**config.mk**
```make
export PLATFORM = sky130hd
export DESIGN_NAME = fifo_prog
export DESIGN_NICKNAME = d
export VERILOG_FILES = /design/src/rtl/fifo_prog.sv
export SDC_FILE = /design/constraint.sdc
export NUM_CORES = 1
export LEC_CHECK = 0
export CELL_PAD_IN_SITES_DETAIL_PLACEMENT = 1
export CELL_PAD_IN_SITES_GLOBAL_PLACEMENT = 2
export CORE_ASPECT_RATIO = 0.5
export CORE_MARGIN = 2
export CORE_UTILIZATION = 47
export DETAILED_ROUTE_END_ITERATION = 16
export PLACE_DENSITY = 0.89
export SETUP_SLACK_MARGIN = 0.02
export SKIP_LAST_GASP = 1
export SYNTH_ARGS = -nofsm -noshare
export SYNTH_HDL_FRONTEND = slang
export SYNTH_SLANG_ARGS = --single-unit
export TNS_END_PERCENT = 50
```
**constraint.sdc**
```tcl
create_clock -name clk -period 4.6 [get_ports clk]
set_input_delay 0.46 -clock clk [delete_from_list [all_inputs] [get_ports clk]]
set_output_delay 0.46 -clock clk [all_outputs]
set_load 0.005 [all_outputs]
```
**src/rtl/fifo_prog.sv**
```systemverilog
// fifo_prog: parametrised single-clock FIFO with arbitrary depth, programmable
// almost-full/almost-empty thresholds, occupancy count and optional
// first-word-fall-through read mode.
module fifo_prog #(
   parameter int unsigned FIFO_WIDTH = 16,
   parameter int unsigned FIFO_DEPTH = 8,
   parameter int unsigned AF_LEVEL   = FIFO_DEPTH - 1,
   parameter int unsigned AE_LEVEL   = 1,
   parameter int unsigned FWFT       = 0
) (
   input  logic                                clk,
   input  logic                                rst_n,
   input  logic                                wr_en,
   input  logic [FIFO_WIDTH-1:0]               data_in,
   input  logic                                rd_en,
   output logic [FIFO_WIDTH-1:0]               data_out,
   output logic                                wr_ack,
   output logic                                overflow,
   output logic                                underflow,
   output logic                                full,
   output logic                                empty,
   output logic                                almostfull,
   output logic                                almostempty,
   output logic [$clog2(FIFO_DEPTH+1)-1:0]     count
);

   localparam int unsigned CW        = $clog2(FIFO_DEPTH + 1);
   localparam int unsigned PW        = (FIFO_DEPTH > 1) ? $clog2(FIFO_DEPTH) : 1;
   localparam bit          FWFT_MODE = (FWFT != 0);

   // Reject illegal threshold/depth combinations while elaborating
   if (!((AE_LEVEL >= 1) && (AE_LEVEL < AF_LEVEL) && (AF_LEVEL <= FIFO_DEPTH - 1)))
   begin : g_bad_params
      $error("fifo_prog: need 1 <= AE_LEVEL < AF_LEVEL <= FIFO_DEPTH-1");
   end

   logic [FIFO_WIDTH-1:0] mem [FIFO_DEPTH];
   logic [PW-1:0]         wr_ptr;
   logic [PW-1:0]         rd_ptr;
   logic                  wr_do;
   logic                  rd_do;

   // Status flags are pure decodes of the occupancy count
   always_comb begin
      full        = (count == CW'(FIFO_DEPTH));
      empty       = (count == '0);
      almostfull  = (count >= CW'(AF_LEVEL)) && !full;
      almostempty = !empty && (count <= CW'(AE_LEVEL));
   end

   // Accept decisions; a push into a full FIFO rides on a same-cycle pop only in FWFT mode
   always_comb begin
      rd_do = rd_en && !empty;
      wr_do = wr_en && (!full || (rd_en && FWFT_MODE));
   end

   // Storage array, deliberately not reset
   always_ff @(posedge clk) begin
      if (wr_do) begin
         mem[wr_ptr] <= data_in;
      end
   end

   // Pointers wrap explicitly so any depth works; count tracks net push/pop
   always_ff @(posedge clk or negedge rst_n) begin
      if (!rst_n) begin
         wr_ptr <= '0;
         rd_ptr <= '0;
         count  <= '0;
      end else begin
         if (wr_do) begin
            wr_ptr <= (wr_ptr == PW'(FIFO_DEPTH - 1)) ? '0 : wr_ptr + PW'(1);
         end
         if (rd_do) begin
            rd_ptr <= (rd_ptr == PW'(FIFO_DEPTH - 1)) ? '0 : rd_ptr + PW'(1);
         end
         case ({wr_do, rd_do})
            2'b10:   count <= count + CW'(1);
            2'b01:   count <= count - CW'(1);
            default: count <= count;
         endcase
      end
   end

   // Handshake pulses describe the request sampled at the previous edge
   always_ff @(posedge clk or negedge rst_n) begin
      if (!rst_n) begin
         wr_ack    <= 1'b0;
         overflow  <= 1'b0;
         underflow <= 1'b0;
      end else begin
         wr_ack    <= wr_do;
         overflow  <= wr_en && !wr_do;
         underflow <= rd_en && empty;
      end
   end

   if (FWFT_MODE) begin : g_fwft
      // Head word falls through combinationally; forced to zero while empty
      always_comb begin
         data_out = empty ? '0 : mem[rd_ptr];
      end
   end else begin : g_reg_read
      // Registered read: load the head word on an accepted pop, hold otherwise
      always_ff @(posedge clk or negedge rst_n) begin
         if (!rst_n) begin
            data_out <= '0;
         end else if (rd_do) begin
            data_out <= mem[rd_ptr];
         end
      end
   end

endmodule

```
==> results of run 1 <==
final cells by class:
class,count,share of cell area (%)
clock buffers,20,5.76
repair buffers,57,7.16
flip-flops and latches,157,60.3
well taps,170,2.80
inverters,7,0.346
multi-input cells,183,21.7
clock inverters,12,1.93
flip-flops by register name, indices dropped and copies added (netlist names):
name,flops
mem,128
data_out,16
count,4
rd_ptr,3
wr_ptr,3
overflow,1
underflow,1
wr_ack,1
Yosys cell counts:
cell type  count
a21oi_2        1
a22o_1        16
and2_1         2
buf_2          4
buf_4          3
buf_6          5
clkbuf_1       5
clkbuf_2       1
dfrtp_1       29
edfxtp_1     128
ha_1           9
inv_1          7
mux2_1         3
mux2_2        35
mux2i_1       33
nand2_1        4
nand2b_1       4
nand3_1        1
nand3b_1       1
nand4b_1       1
nor2_1         8
nor2b_1        2
nor3_1         4
nor3b_4        1
nor4_1         2
o21ai_0       19
o22ai_1       16
o31ai_1        4
o31ai_2       12
or4b_1         1
xnor2_1        3
xor2_1         1
kinds of logic after synthesis:
logic type | Yosys count
flops | 157
xor+xnor | 4
fa+ha+maj | 9
buf+inv | 25
simple gates | 31
compound gates | 68
mux | 71
power by group:
part | leakage (nW) | internal (mW) | switching, mW
clock | 0.280 | 0.849 | 0.539
sequential | 1.51 | 1.84 | 0.228
combinational | 0.919 | 0.730 | 0.803
metal layers:
metal | vias up | GRT usage, % | wire [microns]
met3 | 12 | 5.81 | 935
met1 | 1790 | 28.9 | 6240
met5 | - | 0 | 0
met4 | 0 | 7.05 | 129
met2 | 113 | 37.6 | 7720
li1 | 1558 | - | -
placed cells by master (no fill, tap or decap), types with 3 or more instances in the layout:
cell / n
a22o_1: 16
buf_4: 11
bufinv_16: 3
clkbuf_1: 3
clkbuf_16: 17
clkdlybuf4s50_1: 46
clkinv_2: 5
clkinvlp_4: 3
dfrtp_1: 28
edfxtp_1: 128
ha_1: 9
inv_1: 7
mux2_1: 3
mux2_2: 35
mux2i_1: 33
nand2_1: 4
nand2b_1: 4
nor2_1: 8
o21ai_0: 19
o22ai_1: 16
o31ai_1: 4
o31ai_2: 12
xnor2_1: 3
worst max path at each step:
stage                        start         to  slack [ns]  depth (start not counted)
after global placement    count[0]   count[3]        1.92                         11
final                     count[0]   count[3]        1.64                         11
after global routing      count[0]   count[3]        1.50                         11
after detailed placement  count[0]   count[3]        1.71                         11
after CTS                 count[0]   count[3]        1.65                         11
after floorplan           count[0]  mem[0][0]        1.52                          5
==> metrics.md, run 1 <==
| Metric | Value |
|---|---|
| Status | finished, final reports clean |
| F_max | around 340 MHz |
| Crit path required time | about 4.9 ns |
| DP Area | 0.00700 sq mm |
| Routed length per instance | about 25 microns |
| Remaining DRCs | 0 |
| Worst-Skew Late Latency | 0.42 ns |
| Synth top area cells | edfxtp_1, dfrtp_1, mux2_2 |
| Die Span Y | between 80 and 90 microns |
| Die area | 0.0145 sq mm |
| Synth Register Bits | approximately 160 |
| Hold WS | 0.462 ns |
| Worst flop-to-flop path startpoint | count[0] |
| Setup Viol. Count Final | 0 |
| Post-route insts no fill | ~600 |
| Max incr delay on CP | slightly below 0.5 ns |
| Clock Skew | around 0.011 ns |
| Peak VDD IR | about 0.00026 V |
| Die Width | roughly 170 microns |
| Drt initial violations | 237 |
| Antenna violations before repair | 0 |
| Share of post-route cells with drive strength above 1 | between 20% and 30% |
| Layout area overhead | 19.9% |
| Hpwl dp | 8730 microns |
| Area share of the largest cell type after synthesis | 60.8% |
| Synth area leader | edfxtp_1 |
| Ports | 47 |
| Mapped Area | 0.00633 sq mm |
| Design Power | between 4 and 5 mW |
| Unrepaired setup endpoints after global routing | false |
| Resized Gates After CTS | 0 |
| Clock sinks | around 160 |
| Xor/xnor share of the synthesized area | less than 1% |
| Mean Syn Cell Area | between 15 and 20 sq um |
| Antenna Nets Post-Route | 0 |
| Reg-to-reg endpoint | count[3] |
| Post-Route WL | between 15000 and 20000 microns |
| Total gr overflow | 0 |
| CP Cell Sequence | inv_1, ha_1, nor3b_4, buf_4, nand2b_1, buf_4, inv_1, ha_1, or4b_1, a21oi_2, xnor2_1 |
| Hold Vio Cnt, Final | 0 |
| Placed insts | approximately 570 |
| Via-to-Cell Ratio | 5.73 |
| Core area | around 0.013 sq mm |
| Diode count | 0 |
| Critical Path Source Type | flop |
| Gate Count Post-Synth | 365 |
| Syn Nets | approximately 390 |
| Fin util | 58.7% |
| Clock period minus worst slack | 2.96 ns |
| GRT Overall Usage | between 20% and 30% |
| Max Fanout on Critical Path | 20 |
| Row Count | 29 |
| Worst-margin pin slew | between 1 and 1.5 ns |
| YS warnings | 0 |
| GPL Wtd Cong | around 0.76 |
| Design area | between 0.007 and 0.008 sq mm |
| DP Worst Slack | between 1.5 and 2 ns |
| Final period util | 64.4% |
| Global-route wire length before repair | 23300 microns |
| PwrDens | ~660 mW/mm^2 |
| Postcts setup bufs | 0 |
| Delay-heaviest family, CP | simple AND/OR/NAND/NOR gates |
| WP buf/inv | 4 |
| Arr. time, crit path | 3.28 ns |
| Port bufs | 46 |
| Slowest CP cell | dfrtp_1 |
| Initial Util | 49.0% |
| Hold WC Path Type | in -> async |
| Final layout net count | between 400 and 500 |
| Largest family of logic cells by synthesized area | multiplexers |
| FF-to-FF path depth | 11 |
| Post-synthesis sequential area ratio | between 70% and 80% |
| Pins Over Slew Limit | 0 |
| PnR worst setup slack | around 1.6 ns |
| Lkg Pwr | between 2 and 3 nW |
| Hold_buf cts | 0 |
| Post-synthesis mux area share | approximately an eighth |
| Pre-antenna DRT Iters | 4 |
| Maximum capacitance violations | 0 |
| Critical Path End Type | flop |
| Simple-Gate Fraction of Synth Area | 2.81% |
| Synth Area in Adders | about 1.8% |
| CTS tree | yes |
| Synth Area in Compound Gates | a little over 8% |
| Setup TNS | 0 ns |
| Pin count of the biggest net entering global routing | 48 |
| Vias in the first global route | 3943 |
| Clock buffer depth | 2 |
| H-tree levels | 4 |
| Worst-path clk slew | ~0.060 ns |
| CTS buffer count | 17 |
| Seq. cell area | 0.00457 sq mm |
| Area of the multi-input gates | between 0.0015 and 0.002 sq mm |
| Critical path class | reg -> reg |
| Relative slew slack | roughly 30% |
| DR vias | 3473 |
| Yosys cell types | 32 |
| CTS Root Buffer Type | clkbuf_16 |
| Fill count | approximately 1.2k |
| FF-to-FF setup slack | 1.64 ns |
Note: power is estimated with default switching activity, not from simulation.
==> run 2, diff against run 1 <==
--- a/config.mk
+++ b/config.mk
@@ -9,9 +9,9 @@
 export CELL_PAD_IN_SITES_GLOBAL_PLACEMENT = 2
 export CORE_ASPECT_RATIO = 0.5
 export CORE_MARGIN = 2
-export CORE_UTILIZATION = 47
+export CORE_UTILIZATION = 39
 export DETAILED_ROUTE_END_ITERATION = 16
-export PLACE_DENSITY = 0.89
+export PLACE_DENSITY = 0.8
 export SETUP_SLACK_MARGIN = 0.02
 export SKIP_LAST_GASP = 1
 export SYNTH_ARGS = -nofsm -noshare
==> constraint.sdc (replaced) <==
create_clock -name clk -period 2.6 [get_ports clk]
set_input_delay 0.26 -clock clk [delete_from_list [all_inputs] [get_ports clk]]
set_output_delay 0.26 -clock clk [all_outputs]
set_load 0.005 [all_outputs]
==> run 2 against run 1 <==
Core utilization is 8.9 points lower. Via count is 1.4% lower. Sequential share of layout area shrank 1.5 points. Routed wire length shrank 7.5%. Clock power up 94%. Clock skew shrank 0.0013 ns. Clock-buffer cell count is 2 lower. Register-to-register slack worse by 1.3 ns. Cell count up 7.1%. Cell area is 2.5% higher. Non-clock buffer count grew 9. Global-route usage decreased by 5.0 points. Critical endpoint is now empty.
==> metrics.md, run 2 (synthesized netlist as in run 1, its figures left out) <==
| Metric | Value |
|---|---|
| Max incr delay on CP | roughly 0.53 ns |
| Hold Vio Cnt, Final | 0 |
| Setup Viol. Count Final | 0 |
| Levels on crit path | 5 |
| Relative slew slack | about 24% |
| Die area | around 0.017 sq mm |
| Antenna violations before repair | 0 |
| Largest register FFs | about 130 |
| Post-Route WL | between 10000 and 15000 microns |
| Pin count of the biggest net entering global routing | 30 |
| Setup TNS | 0 ns |
| Most flops, register | mem |
| Max Fanout on Critical Path | 18 |
| CTS Root Buffer Type | clkbuf_16 |
| Remaining DRCs | 0 |
| Maximum capacitance violations | 0 |
| GRT Overall Usage | 17.3% |
| Most frequent cells in the layout | edfxtp_1, clkdlybuf4s50_1, mux2_2, mux2i_1, dfrtp_1 |
| Clock sinks | around 160 |
| Crit path required time | 2.34 ns |
| Peak VDD IR | around 0.00053 V |
| Slowest CP cell | clkdlybuf4s50_1 |
| Die Span Y | approximately 94 microns |
| CP endpoint | empty |
| Hpwl dp | just over 8000 microns |
| Clock buffer depth | 2 |
| Commonest non-fill, non-tap cell in the layout | edfxtp_1 |
| FF-to-FF path depth | 9 |
| F_max | between 400 and 500 MHz |
| Worst-path clk slew | 0.06 ns |
| Design Power | around 9.1 mW |
| Worst-margin pin slew | ~1.1 ns |
| Hold WS | between 0.2 and 0.3 ns |
| Lkg Pwr | around 2.8 nW |
| Worst flop-to-flop path startpoint | count[1] |
| Via-to-Cell Ratio | around 5.3 |
| Postcts setup bufs | 0 |
| Initial Util | 40.5% |
| Vias in the first global route | 3671 |
| Diode count | 0 |
| Critical Path Source Type | flop |
| CTS tree | yes |
| Routed length per instance | around 21 microns |
| WP buf/inv | 3 |
| Final period util | a little over nine tenths |
| Fill count | about 1.5k |
| Core area | between 0.015 and 0.02 sq mm |
| Delay-heaviest family, CP | buffers and inverters |
| Clock Skew | a little over 0.009 ns |
| Pre-antenna DRT Iters | 4 |
| Status | finished, final reports clean |
| Pins Over Slew Limit | 0 |
| Share of post-route cells with drive strength above 1 | 23.6% |
| Final layout net count | 461 |
| Die Width | ~180 microns |
| Total gr overflow | 0 |
| Reg-to-reg endpoint | count[3] |
| Hold_buf cts | 0 |
| PwrDens | 1170 mW/mm^2 |
| Largest regs | mem: 128 flops, data_out: 16 flops, count: 4 flops |
| Port bufs | 46 |
| H-tree levels | 4 |
| Clock period minus worst slack | around 2.5 ns |
| Arr. time, crit path | 2.19 ns |
| Row Count | 32 |
| Antenna Nets Post-Route | 0 |
| FF-to-FF setup slack | 0.36 ns |
| Ports | 47 |
| CP Cell Sequence | inv_1, ha_1, nor3b_4, buf_8, clkdlybuf4s50_1 |
| GPL Wtd Cong | approximately 0.7 |
| Critical Path End Type | output pin |
| Hold WC Path Type | in -> async |
| Global-route wire length before repair | approximately 21000 microns |
| Fin util | approximately half |
| Worst-Skew Late Latency | approximately 0.42 ns |
| Layout area overhead | 22.9% |
| Critical path class | reg -> out |
| Resized Gates After CTS | 0 |
| CTS buffer count | 17 |
| Drt initial violations | between 200 and 250 |
| DR vias | approximately 3.4k |
| Critical Path Start | count[1] |
-- run 2: how the worst min path moves through the flow --
stage	startpoint	endpoint	slack (ns)	cells past startpoint
finish	rst_n	count[2]	0.27	2
global route	rst_n	count[2]	0.29	2
CTS	rst_n	count[2]	0.28	2
detailed placement	data_out[15]	data_out[15]	0.52	2
global placement	data_out[15]	data_out[15]	0.51	2
floorplan	rst_n	count[0]	-0.04	0
-- run 2: area by class of cell --
| class | count | area, sq um | area share [%] |
|---|---|---|---|
| Sequential cell | 157 | 4570 | 58.8 |
| Clock buffer | 18 | 429 | 5.52 |
| Timing Repair Buffer | 66 | 631 | 8.11 |
| Clock inverter | 14 | 218 | 2.80 |
| Multi-Input combinational cell | 183 | 1640 | 21.1 |
| Tap cell | 204 | 255 | 3.28 |
| Inverter | 7 | 26.3 | 0.338 |
-- run 2: stage by stage --
stage               cell area [sq um]  cells  setup slack, ns
global route                     7770    649          -0.0127
CTS                              7760    649           0.0654
floorplan                        6330    365          -0.0826
finish                           7770    649            0.149
global placement                 7120    617            0.451
detailed placement               7120    617            0.377
-- run 2: report_power, final --
part / leakage [nW] / total, mW / internal, mW / switching (mW)
clock: 0.296 / 2.70 / 1.70 / 1.00
combinational: 0.966 / 2.74 / 1.39 / 1.36
sequential: 1.51 / 3.62 / 3.26 / 0.366
total: 2.77 / 9.07 / 6.35 / 2.72
-- run 2: worst register-to-register path, delay by kind of cell (launching register included) --
family,cells,cell delay [ns]
AOI/OAI and AO/OA,1,0.16
xor gates and xnor gates,1,0.12
adders and majority gates,2,0.46
buffers and inverters,2,0.18
DFF,1,0.43
and+or+nand+nor,3,0.82
-- run 2: metal layers --
metal	part of all wire (%)	up-vias	global-route usage (%)
met2	49	80	28.5
li1	-	1572	-
met5	0	-	0
met4	1.5	0	6.73
met1	45	1754	22.8
met3	4.3	17	3.45
